==> config.mk <==
export PLATFORM = sky130hd
export DESIGN_NAME = cache_arbiter
export DESIGN_NICKNAME = d
export VERILOG_FILES = /design/src/rtl/cache_arbiter_pkg.sv /design/src/rtl/cache_arbiter_owner_fifo.sv /design/src/rtl/cache_arbiter.sv
export SDC_FILE = /design/constraint.sdc
export NUM_CORES = 1
export LEC_CHECK = 0
export BUFFER_PORTS_ARGS = -buffer_cell sky130_fd_sc_hd__buf_2
export CAP_MARGIN = 20
export CORE_MARGIN = 5
export CORE_UTILIZATION = 31
export CTS_CLUSTER_DIAMETER = 120
export DETAILED_ROUTE_END_ITERATION = 6
export PLACE_DENSITY = 0.78
export SETUP_SLACK_MARGIN = 0.05
export SLEW_MARGIN = 5
export SYNTH_ARGS = -nofsm -noshare
export SYNTH_HDL_FRONTEND = slang
export SYNTH_HIERARCHICAL = 1
export SYNTH_SLANG_ARGS = --single-unit
export TNS_END_PERCENT = 30
==> constraint.sdc <==
create_clock -name clk -period 2.7 [get_ports clk]
set_input_delay 0.675 -clock clk [delete_from_list [all_inputs] [get_ports clk]]
set_output_delay 0.675 -clock clk [all_outputs]
set_load 0.01 [all_outputs]
==> src/rtl/cache_arbiter_pkg.sv <==
// Shared types for the sa_cache CPU-side port and the two-requester arbiter.
package cache_definition;

  localparam int NUM_REQ = 2;
  localparam int ADDR_W  = 20;
  localparam int DATA_W  = 32;

  // Request presented to the cache.
  typedef struct packed {
    logic              valid;
    logic              rw;
    logic [ADDR_W-1:0] addr;
    logic [DATA_W-1:0] data;
  } cpu_to_cache_type;

  // Status and read data coming back from the cache.
  typedef struct packed {
    logic              stopped;
    logic              ready;
    logic [DATA_W-1:0] data;
  } cache_to_cpu_type;

  // Arbiter states: ARB picks a winner, HOLD locks onto a stalled request.
  typedef enum logic {
    ARB  = 1'b0,
    HOLD = 1'b1
  } arb_state_t;

endpackage

==> src/rtl/cache_arbiter_owner_fifo.sv <==
// 1-bit-wide owner FIFO: remembers which requester issued each outstanding read.
module arb_owner_fifo #(
  parameter int DEPTH = 4
) (
  input  logic                     clk,
  input  logic                     rst,
  input  logic                     push,
  input  logic                     push_data,
  input  logic                     pop,
  output logic                     head,
  output logic                     full,
  output logic                     empty,
  output logic [$clog2(DEPTH):0]   count
);

  localparam int PW = $clog2(DEPTH);
  localparam logic [PW:0] FULL_COUNT = DEPTH[PW:0];

  logic [DEPTH-1:0] mem;
  logic [PW-1:0]    wr_ptr;
  logic [PW-1:0]    rd_ptr;
  logic             push_ok;
  logic             pop_ok;

  assign full    = (count == FULL_COUNT);
  assign empty   = (count == '0);
  assign push_ok = push & ~full;
  assign pop_ok  = pop & ~empty;
  assign head    = mem[rd_ptr];

  // Pointers wrap naturally at DEPTH; count tracks occupancy through simultaneous push/pop.
  always_ff @(posedge clk or posedge rst) begin
    if (rst) begin
      wr_ptr <= '0;
      rd_ptr <= '0;
      count  <= '0;
    end else begin
      if (push_ok) wr_ptr <= wr_ptr + 1'b1;
      if (pop_ok)  rd_ptr <= rd_ptr + 1'b1;
      case ({push_ok, pop_ok})
        2'b10:   count <= count + 1'b1;
        2'b01:   count <= count - 1'b1;
        default: count <= count;
      endcase
    end
  end

  // Storage needs no reset: entries are only read after being written.
  always_ff @(posedge clk) begin
    if (push_ok) mem[wr_ptr] <= push_data;
  end

endmodule

==> src/rtl/cache_arbiter.sv <==
// Two-port arbiter in front of the sa_cache CPU port (port 0 = fetch, port 1 = data).
// Optional macro ARB_FIXED_PRIO_EN: port 0 always wins ties instead of round-robin.
module cache_arbiter
  import cache_definition::*;
#(
  parameter int OUTST_DEPTH = 4
) (
  input  logic                             clk,
  input  logic                             rst,
  input  logic [NUM_REQ-1:0]               req_valid,
  input  logic [NUM_REQ-1:0]               req_rw,
  input  logic [NUM_REQ-1:0][ADDR_W-1:0]   req_addr,
  input  logic [NUM_REQ-1:0][DATA_W-1:0]   req_data,
  output logic [NUM_REQ-1:0]               req_grant,
  output logic [NUM_REQ-1:0]               rsp_valid,
  output logic [DATA_W-1:0]                rsp_data,
  output cpu_to_cache_type                 cache_req,
  input  cache_to_cpu_type                 cache_rsp,
  output logic                             err_underflow
);

  localparam int CW = $clog2(OUTST_DEPTH) + 1;

  arb_state_t           state;
  arb_state_t           next_state;
  logic                 owner;
  logic                 tie_pref;
  logic [NUM_REQ-1:0]   candidate;
  logic                 winner;
  logic                 present;
  logic                 accept;
  logic                 push;
  logic                 pop;
  logic                 fifo_head;
  logic                 fifo_full;
  logic                 fifo_empty;
  logic [CW-1:0]        fifo_count;

`ifdef ARB_FIXED_PRIO_EN
  assign tie_pref = 1'b0;
`else
  logic rr_ptr;

  // Round-robin pointer: the port that did not just win gets the next tie.
  always_ff @(posedge clk or posedge rst) begin
    if (rst)         rr_ptr <= 1'b0;
    else if (accept) rr_ptr <= ~winner;
  end

  assign tie_pref = rr_ptr;
`endif

  // State register for the ARB/HOLD lock.
  always_ff @(posedge clk or posedge rst) begin
    if (rst) state <= ARB;
    else     state <= next_state;
  end

  // Remember which port stalled so HOLD keeps presenting it.
  always_ff @(posedge clk or posedge rst) begin
    if (rst)                                               owner <= 1'b0;
    else if (state == ARB && present && cache_rsp.stopped) owner <= winner;
  end

  // Winner selection, cache request drive, grant and next state.
  always_comb begin
    candidate  = '0;
    winner     = 1'b0;
    present    = 1'b0;
    accept     = 1'b0;
    cache_req  = '0;
    req_grant  = '0;
    next_state = state;
    if (state == HOLD) begin
      winner  = owner;
      present = 1'b1;
    end else begin
      for (int i = 0; i < NUM_REQ; i++)
        candidate[i] = req_valid[i] & (req_rw[i] | ~fifo_full);
      present = |candidate;
      if (&candidate) winner = tie_pref;
      else            winner = candidate[1];
    end
    if (rst) present = 1'b0;
    accept = present & ~cache_rsp.stopped;
    if (present) begin
      cache_req.valid = 1'b1;
      cache_req.rw    = req_rw[winner];
      cache_req.addr  = req_addr[winner];
      cache_req.data  = req_data[winner];
    end
    if (accept) req_grant[winner] = 1'b1;
    case (state)
      ARB:     if (present && cache_rsp.stopped) next_state = HOLD;
      HOLD:    if (!cache_rsp.stopped)           next_state = ARB;
      default: next_state = ARB;
    endcase
  end

  assign push = accept & ~cache_req.rw;
  assign pop  = cache_rsp.ready & ~fifo_empty;

  // Route each in-order read response to the port at the FIFO head.
  always_comb begin
    rsp_valid = '0;
    rsp_data  = '0;
    if (pop) begin
      rsp_valid[fifo_head] = 1'b1;
      rsp_data             = cache_rsp.data;
    end
  end

  // Sticky error: the cache returned data nobody is waiting for.
  always_ff @(posedge clk or posedge rst) begin
    if (rst)                                           err_underflow <= 1'b0;
    else if (cache_rsp.ready && fifo_count == CW'(0))  err_underflow <= 1'b1;
  end

  arb_owner_fifo #(
    .DEPTH (OUTST_DEPTH)
  ) u_owner_fifo (
    .clk       (clk),
    .rst       (rst),
    .push      (push),
    .push_data (winner),
    .pop       (pop),
    .head      (fifo_head),
    .full      (fifo_full),
    .empty     (fifo_empty),
    .count     (fifo_count)
  );

endmodule

After elaboration in Yosys (flattened, before gate mapping)
Index checks and enable logic that the tools add are counted.

word-level totals
  output and inout bits = 91
  bits in read-only memories = 0
  memories kept = 0
  register bits = 15
  latch bits = 0
  memory bits (writable) = 0
  word-level logic and storage cells = 75
  input bits = 144

cells by class
  bitwise operators = 15
  multiplexer cells = 27
  multipliers = 0
  $add $sub $neg = 4
  eq/ne operators = 3
  $lt $le $gt $ge = 7
  reduce and logical (&&, ||, !) cells = 11
  shift-type cells = 0
  div/mod/pow operators = 0

operator list
  kind                                                         number
  two-way mux 32 bit                                           3
  two-way mux 54 bit                                           1
  two-way mux 20 bit                                           2
  two-way mux 1 bit                                            12
  AND 1 bit                                                    7
  logical AND 1 bit                                            7
  less-than comparator 2 x 3 -> 1 bit (second input constant)  2
  inverter 1 bit                                               6
  one-hot mux 3 bit (2 select lines)                           1
  adder 2 x 1 -> 2 bit (second input constant)                 2
  bitwise mux 4 bit                                            1
  less-than comparator 1 x 2 -> 1 bit (second input constant)  2
  two-way mux 2 bit                                            2
  adder 3 x 1 -> 3 bit (second input constant)                 1
  equality test 3 bit (second input constant)                  1
  logical NOT 3 bit                                            1
  subtractor 3 x 1 -> 3 bit (second input constant)            1
  binary-select mux 1 bit (select 2 bit)                       1
  demux 1 bit (select 1 bit)                                   2
  demux 1 bit (select 2 bit)                                   1
  equality test 2 x 1 -> 1 bit (second input constant)         1
  equality test 2 bit (second input constant)                  1
  >= comparator 1 bit (second input constant)                  2
  >= comparator 2 x 1 -> 1 bit (second input constant)         1
  5 further kinds                                              6

Longest topological paths before layout
Gate-level depths: netlist of the first run.

  word-level depth = 15
  mapped depth = 14
  gate-level depth less buffers = 13

Hierarchy
Netlist of the first run, hierarchy kept.

modules (own cells, without submodules)
  module          instances  area an instance (sq um)  seq. area each (sq um)  cells each
  cache_arbiter   1          1,503.9                   100.1                   257
  arb_owner_fifo  1          578.1                     295.3                   44

Worst setup path before layout of the first run
No wires, ideal clock.

  path type = register to register
  start = register u_owner_fifo.count[0]
  end = register u_owner_fifo.count[2]
  cell stages (with the launch flop) = 14
  required time = 2.621 ns
  clock period less this slack = 2.727 ns
  arrival time = 2.648 ns
  setup slack = -0.027 ns
  buffers on the path = 0
  setup time = 0.079 ns
  cell sequence = dfrtp_1 -> nor3b_2 -> nor2b_2 -> o2111a_2 -> o21ai_0 -> and3_1 -> nor2b_2 -> inv_1 -> ha_1 -> inv_1 -> fa_1 -> xor2_1 -> nor2_1 -> xor2_1

on the way
  word-level cells in the longest chain between the ends = 15
  elaborated cells on any way between the ends = 29
  classes of those cells = add/sub (2); eq/ne (3); mux (8); bitwise (12); reduce/logical (4)

ends and longest elaborated chain
  item                                                                             line                            text
  from (decl)                                                                      cache_arbiter_owner_fifo.sv:13  output logic [$clog2(DEPTH):0] count
  from (signal assigned)                                                           cache_arbiter_owner_fifo.sv:41  2'b10: count <= count + 1'b1;
  from (signal assigned)                                                           cache_arbiter_owner_fifo.sv:42  2'b01: count <= count - 1'b1;
  from (signal assigned)                                                           cache_arbiter_owner_fifo.sv:43  default: count <= count;
  equality test 3 bit (*)                                                          cache_arbiter_owner_fifo.sv:25  assign full = (count == FULL_COUNT);
  via fifo_full                                                                    cache_arbiter.sv:35             logic fifo_full;
  inverter 1 bit (*)                                                               cache_arbiter.sv:79             candidate[i] = req_valid[i] & (req_rw[i] | ~fifo_full);
  OR 1 bit                                                                         cache_arbiter.sv:79
  AND 1 bit                                                                        cache_arbiter.sv:79
  AND reduction 2 bit                                                              cache_arbiter.sv:81             if (&candidate) winner = tie_pref;
  two-way mux 1 bit                                                                cache_arbiter.sv:81
  two-way mux 1 bit                                                                cache_arbiter.sv:74             if (state == HOLD) begin
  two-way mux 1 bit (not written as such) (2 in a row)                             cache_arbiter.sv:88             cache_req.rw = req_rw[winner];
  two-way mux 54 bit                                                               cache_arbiter.sv:86             if (present) begin
  inverter 1 bit                                                                   cache_arbiter.sv:100            assign push = accept & ~cache_req.rw;
  AND 1 bit (*)                                                                    cache_arbiter.sv:100
  via push                                                                         cache_arbiter.sv:32             logic push;
  AND 1 bit (*)                                                                    cache_arbiter_owner_fifo.sv:27  assign push_ok = push & ~full;
  equality test 2 x 1 -> 1 bit / equality test 2 bit (equally long branches)       cache_arbiter_owner_fifo.sv:40  case ({push_ok, pop_ok})
  one-hot mux 3 bit (2 select lines) / nonzero test 2 bit (equally long branches)  n/a

Mark *: on every way through the listed nets, which the timed path passes. The rest lies on a longest branch. The select of a mux whose other input is x is not followed.
A chain may end at the register's enable or synchronous reset.

Final worst setup path of the first run
  start = register u_owner_fifo.count[1]
  end = register u_owner_fifo.count[2]

The elaborated chain is that of the path after synthesis.

==> results.txt, run 1 <==
Crit path from: u_owner_fifo/count[1]$_DFFE_PP0P_
CP Capture Type: flop
Nets: 690
Compound-gate portion of the synthesized area: 0.311
Kind of critical path: reg -> reg
Max Cap Viol: 0
Vias per cell: 5.15
Largest family of logic cells by synthesized area: compound AO/OA/AOI/OAI gates
Mux cell area share after synthesis: 0.0228
Placer Congestion: 0.851
Drt drc: 0
TritonCTS Buffers: 3
Reg2reg path depth: 14
Core Rows: 29
Max IR drop VDD: 0.270 mV
Vias in the first global route: 3206
I/O Buffers: 234
Final Hold Viols: 0
Clock root buffer: clkbuf_8
Most common cell after layout, fill and taps aside: buf_2
Crit path DAT: 3.00 ns
Area of the multi-input gates: 1660 um2
Synth Register Bits: 15
Critical path fanouts, max: 4
Adder-cell share of the synthesized area: 0.0397
Final wirelength: 10.1 mm
Final WS setup: -0.122 ns
Worst-case clock buffer depth: 2
Clock slew at reported path FFs: 0.07 ns
CP required: 2.88 ns
Period utilization: 1.05
Final count of negative-setup-slack endpoints: 42
Hold_buf cts: 0
Clock Latency Late Sink: 0.26 ns
Wirelength per Cell: 16.4 um
Die Footprint: 8450 um2
Top FF cell, synth: dfrtp_1
Power, Total: 2.22 mW
Asr flop ratio synth: 0.733
Initial Utilization: 0.322
XOR/XNOR Fraction of Synth Area: 0.0252
RSZ-0062 raised after global routing: yes
Post-DP HPWL: 6.69 mm
R2R setup slack: -0.12 ns
# fillers: 560
Slew margin rel.: 0.555
1st-iter DRT viols: 151
EDFF count, synth: 4
Tightest Hold Check Type: in -> async
Synth warn: 6
Area Overhead vs Synth: 84.4%
FMAX: 354 MHz
Initial antenna violation count: 0
Critical R2R Launch: u_owner_fifo/count[1]$_DFFE_PP0P_
Fin. max-slew vios: 0
Final ANT Viol Nets: 0
Setup crit end: u_owner_fifo/count[2]$_DFFE_PP0P_
Die W: 92.0 um
Reg2reg end: u_owner_fifo/count[2]$_DFFE_PP0P_
Min Tclk post-route: 2.82 ns
Chip height: 92.0 um
Core area: 6460 um2
Gr ovfl total: 0
Seq/Total Area, Yosys: 0.190
Commonest non-fill, non-tap cells in the layout: 234 x buf_2, 42 x a21oi_1, 42 x nand3_1
Gate Count Post-Synth: 301
Failing checks: negative setup slack
Register area: 395 um2
DR pass1 iterations: 4
Vias: 3170
Worst-margin pin slew: 0.668 ns
Synth Area in Simple Gates: 0.302
First-pass GRT wire length: 15.2 mm
Cell area after placement: 3330 um2
Clk_skew: 0.00663 ns
Library cells used by synthesis: 40
Aggregate global-route resource usage: 0.217
CTS tree: yes
Post-Syn Area: 2080 um2
Power density cells: 579 nW/um2
Clk sink count: 15
Synth Net Count: 451
CP startpoint kind: flop
Layout cells sized above 1: 0.597
Htree depth: 1
Final instance area: 3840 um2
Worst hold margin: 0.324 ns
Antenna Cells: 0
Status: complete, but fails checks
Leak pwr: 2.05 nW
# IOs: 235
Largest net degree at the start of global routing: 61
Syn Area/Cell: 6.92 um2
==> state kept, by name (all words and copies together) (netlist names) <==
signal,count
state,1
err_underflow,1
owner,1
rr_ptr,1
u_owner_fifo/rd_ptr,2
u_owner_fifo/mem,4
u_owner_fifo/count,3
u_owner_fifo/wr_ptr,2
==> through the flow <==
stage | instances | util | setup TNS, ns | setup WS, ns
floorplan | 301 | - | 0 | 0.0615
global placement | 596 | 0.516 | -0.00314 | -0.00314
detailed placement | 596 | 0.516 | -1.56 | -0.0855
CTS | 618 | 0.584 | -1.77 | -0.0732
global route | 616 | 0.594 | -7.26 | -0.273
finish | 616 | 0.594 | -1.63 | -0.122
==> power breakdown <==
| part | switching (mW) | internal, mW | leakage (nW) | total, mW |
|---|---|---|---|---|
| Sequential | 0.0634 | 0.315 | 0.165 | 0.378 |
| Combinational | 0.859 | 0.794 | 1.86 | 1.65 |
| Clock | 0.0910 | 0.103 | 0.0255 | 0.194 |
| Total | 1.01 | 1.21 | 2.05 | 2.22 |
==> metal layers <==
metal,part of all wire,GRT usage,vias up,routed length [um]
li1,-,-,1555,-
met1,0.35,0.239,1399,3580
met2,0.52,0.403,192,5250
met3,0.10,0.0401,24,1040
met4,0.026,0.0990,0,261
met5,0,0,-,0
==> worst min-delay path by stage <==
| stage | slack, ns | depth (start not counted) | to | start |
|---|---|---|---|---|
| 2_1_floorplan | 0.44 | 1 | err_underflow$_DFFE_PP0P_ | rst |
| 3_3_place_gp | 0.45 | 1 | err_underflow$_DFFE_PP0P_ | err_underflow$_DFFE_PP0P_ |
| 3_5_place_dp | 0.47 | 1 | err_underflow$_DFFE_PP0P_ | err_underflow$_DFFE_PP0P_ |
| 4_1_cts | 0.32 | 2 | owner$_DFFE_PP0P_ | rst |
| 5_1_grt | 0.35 | 2 | rr_ptr$_DFFE_PP0P_ | rst |
| 6_report | 0.32 | 2 | rr_ptr$_DFFE_PP0P_ | rst |
==> worst max-delay path, stage by stage, from the launching register on <==
cell      delay, ns
dfrtp_1        0.41
nor3b_4        0.26
nor2b_4        0.22
o2111a_2       0.30
buf_6          0.13
o21ai_2        0.07
and3_4         0.15
nor2b_4        0.12
inv_1          0.05
ha_2           0.17
inv_1          0.05
fa_2           0.33
xor2_1         0.15
nor2_1         0.16
xor2_1         0.18
==> Yosys cell counts, types with 2 or more instances <==
cell      number  area share
a21oi_1       53        0.13
and2_1        34        0.10
and2_2         4       0.014
buf_2         11       0.026
buf_4          3       0.011
buf_6          6       0.032
clkbuf_1      12       0.022
dfrtp_1       11        0.13
edfxtp_1       4       0.058
ha_1           5       0.030
inv_1         10       0.018
nand2_1        3      0.0054
nand2b_1       2      0.0060
nand3_1       53        0.13
nor2_1         3      0.0054
nor2b_1        3      0.0090
nor2b_2        2      0.0084
nor3_1         2      0.0048
o21ai_0       45        0.11
o21ai_1       10       0.024
o31ai_1        2      0.0072
xnor2_1        2      0.0084
xor2_1         4       0.017
==> repair_timing <==
| action | CTS | global route |
|---|---|---|
| gates resized for setup | 44 | 38 |
| setup endpoints to repair | 56 | 58 |
| setup buffers | 12 | 0 |
| pin swaps | 17 | 31 |
| cloned | 6 | 0 |
==> cell families after synthesis <==
kind of cell,after synthesis
xor gates and xnor gates,6
buffers and inverters,42
muxes,3
DFF,15
AOI/OAI and AO/OA,118
and+or+nand+nor,111
adders and majority gates,6
==> area by class of cell <==
type	instances	share of cell area
Clock buffer	3	0.0108
Clock inverter	1	0.00130
Inverter	10	0.00978
Multi-Input combinational cell	244	0.433
Sequential cell	15	0.103
Tap cell	77	0.0251
Timing Repair Buffer	266	0.417
(Power assumes the default switching activity.)
==> run 2: changes to the inputs <==
--- a/config.mk
+++ b/config.mk
@@ -13,3 +13,3 @@
 export DETAILED_ROUTE_END_ITERATION = 6
-export PLACE_DENSITY = 0.78
+export PLACE_DENSITY = 0.89
 export SETUP_SLACK_MARGIN = 0.05
--- a/constraint.sdc
+++ b/constraint.sdc
@@ -3,2 +3,2 @@
 set_output_delay 0.675 -clock clk [all_outputs]
-set_load 0.01 [all_outputs]
+set_load 0.005 [all_outputs]
==> results.txt, run 2 (synthesized netlist as in run 1, its figures left out) <==
Power density cells: 559 nW/um2 (was 579 nW/um2)
Tightest Hold Check Type: in -> async (unchanged)
Setup WS pre-CTS: -0.0393 ns (was -0.0855 ns)
Max Cap Viol: 0 (unchanged)
Commonest non-fill, non-tap cells in the layout: 234 x buf_2, 45 x a21oi_1, 40 x nand3_1 (was 234 x buf_2, 42 x a21oi_1, 42 x nand3_1)
Worst-case clock buffer depth: 2 (unchanged)
Reg2reg path depth: 14 (unchanged)
I/O Buffers: 234 (unchanged)
Initial Utilization: 0.322 (unchanged)
Chip height: 92.0 um (unchanged)
Register area: 395 um2 (unchanged)
Die Footprint: 8450 um2 (unchanged)
TritonCTS Buffers: 3 (unchanged)
First-pass GRT wire length: 15.3 mm (was 15.2 mm)
Wirelength per Cell: 17.1 um (was 16.4 um)
Max IR drop VDD: 0.313 mV (was 0.270 mV)
TNS Setup: -0.0722 ns (was -1.63 ns)
Final ANT Viol Nets: 0 (unchanged)
Critical R2R Launch: u_owner_fifo/count[1]$_DFFE_PP0P_ (unchanged)
Fin. max-slew vios: 0 (unchanged)
Net switching power: 0.919 mW (was 1.01 mW)
Met2 Use GR: 0.413 (was 0.403)
Placer Congestion: 0.846 (was 0.851)
Antenna Cells: 0 (unchanged)
Htree depth: 1 (unchanged)
GR Layer Usage met3: 0.0336 (was 0.0401)
Period utilization: 1.01 (was 1.05)
Failing checks: negative setup slack (unchanged)
RSZ-0062 raised after global routing: yes (unchanged)
Worst-margin pin slew: 0.492 ns (was 0.668 ns)
Final WS setup: -0.0260 ns (was -0.122 ns)
Sequential power share: 0.179 (was 0.170)
Final wirelength: 10.5 mm (was 10.1 mm)
Placed cells: 594 (was 596)
Crit-path max cell delay: 0.41 ns (about the same)
CP required: 2.03 ns (was 2.88 ns)
CP bufs+invs: 3 (unchanged)
Clock root buffer: clkbuf_8 (unchanged)
Hold_buf cts: 0 (unchanged)
Final count of negative-setup-slack endpoints: 12 (was 42)
Core area: 6460 um2 (unchanged)
Critical path's top delay family: compound AO/OA/AOI/OAI gates (was simple AND/OR/NAND/NOR gates)
Sw Share: 0.433 (was 0.456)
Core Rows: 29 (unchanged)
Clock Latency Late Sink: 0.26 ns (about the same)
CTS tree: yes (unchanged)
# IOs: 235 (unchanged)
Register name with the most flops: u_owner_fifo/mem (unchanged)
Reg2reg end: u_owner_fifo/count[2]$_DFFE_PP0P_ (unchanged)
Status: complete, but fails checks (unchanged)
Initial antenna violation count: 0 (unchanged)
Aggregate global-route resource usage: 0.219 (was 0.217)
Biggest registers after layout: u_owner_fifo/mem (4), u_owner_fifo/count (3) (unchanged)
Drt drc: 0 (unchanged)
R2R setup slack: 0.07 ns (was -0.12 ns)
Die W: 92.0 um (unchanged)
Critical path fanouts, max: 13 (was 4)
Gr ovfl total: 0 (unchanged)
Min Tclk post-route: 2.73 ns (was 2.82 ns)
Clk sink count: 15 (unchanged)
Leak pwr: 2.04 nW (was 2.05 nW)
Final Hold Viols: 0 (unchanged)
Vias per cell: 5.29 (was 5.15)
Largest register FFs: 4 (unchanged)
Most common cell after layout, fill and taps aside: buf_2 (unchanged)
Slew margin rel.: 0.672 (was 0.555)
Crit path DAT: 2.05 ns (was 3.00 ns)
# fillers: 597 (was 560)
DR pass1 iterations: 5 (was 4)
CP Capture Type: primary output (was flop)
Fin cells: 612 (was 616)
Vias in the first global route: 3110 (was 3206)
1st-iter DRT viols: 148 (was 151)
Largest net degree at the start of global routing: 62 (was 61)
Nets: 686 (was 690)
Area Overhead vs Synth: 82.1% (was 84.4%)
Clock network fraction of total power: 0.091 (was 0.087)
Crit path cell chain: nor3b_4 -> nor2b_4 -> o2111a_2 -> buf_4 -> buf_16 -> o21ai_1 -> a21oi_1 -> buf_2 (was nor3b_4 -> nor2b_4 -> o2111a_2 -> buf_6 -> o21ai_2 -> and3_4 -> nor2b_4 -> inv_1 -> ha_2 -> inv_1 -> fa_2 -> xor2_1 -> nor2_1 -> xor2_1)
FMAX: 367 MHz (was 354 MHz)
Clock slew at reported path FFs: 0.06 ns (was 0.07 ns)
Clk_skew: 0.00102 ns (was 0.00663 ns)
Comb power frac: 0.731 (was 0.743)
Met1 Use GR: 0.254 (was 0.239)
Grt peak-use layer: met2 (unchanged)
Layout cells sized above 1: 0.591 (was 0.597)
Post-DP HPWL: 7.45 mm (was 6.69 mm)
Cell internal pwr: 1.20 mW (was 1.21 mW)
Area of the multi-input gates: 1630 um2 (was 1660 um2)
CP startpoint kind: flop (unchanged)
Kind of critical path: reg -> out (was reg -> reg)
Vias: 3239 (was 3170)
Slowest CP cell: dfrtp_1 (unchanged)
-- run 2: metrics by stage --
stage,hold slack (ns),instance area (um2),util,power [mW]
2_1_floorplan,0.441,2110,-,1.15
5_1_grt,0.351,3790,0.587,2.29
6_report,0.342,3790,0.587,2.12
3_5_place_dp,0.451,3320,0.514,1.63
3_3_place_gp,0.449,3320,0.514,1.56
4_1_cts,0.332,3630,0.562,2.02
-- run 2: power by group through the flow --
stage / logic (mW) / registers [mW] / clock network (mW)
global route: 1.69 / 0.390 / 0.203
global placement: 1.18 / 0.379 / 0
floorplan: 0.766 / 0.379 / 0
finish: 1.55 / 0.379 / 0.192
CTS: 1.45 / 0.380 / 0.194
detailed placement: 1.25 / 0.387 / 0
-- run 2: cell type report --
class                   count  area share
repair buffers            262       0.417
clock inverters             1     0.00132
flip-flops and latches     15       0.104
inverters                  10     0.00990
well taps                  77      0.0254
multi-input cells         244       0.431
clock buffers               3      0.0109
-- run 2: timing repair --
action	4_1_cts	5_1_grt
buffers inserted	7	0
setup endpoints to repair	57	58
gates resized for setup	38	25
pin swaps	36	14
cloned	4	3
-- run 2: worst max path at each step --
| stage | start | endpoint | slack, ns | cells past startpoint |
|---|---|---|---|---|
| final | u_owner_fifo/count[1]$_DFFE_PP0P_ | cache_req[39] | -0.03 | 8 |
| after global routing | u_owner_fifo/count[1]$_DFFE_PP0P_ | cache_req[18] | -0.12 | 8 |
| after CTS | u_owner_fifo/count[0]$_DFFE_PP0P_ | cache_req[51] | 0.005 | 9 |
| after detailed placement | req_rw[1] | u_owner_fifo/count[2]$_DFFE_PP0P_ | -0.04 | 13 |
| after global placement | req_rw[0] | u_owner_fifo/count[2]$_DFFE_PP0P_ | 0.02 | 13 |
| after floorplan | u_owner_fifo/count[0]$_DFFE_PP0P_ | u_owner_fifo/count[2]$_DFFE_PP0P_ | 0.06 | 13 |
-- run 2: metal layers --
layer | vias up | share of wire
met1 | 1499 | 0.37
met4 | 0 | 0.018
met2 | 184 | 0.53
met5 | - | 0
li1 | 1538 | -
met3 | 18 | 0.079
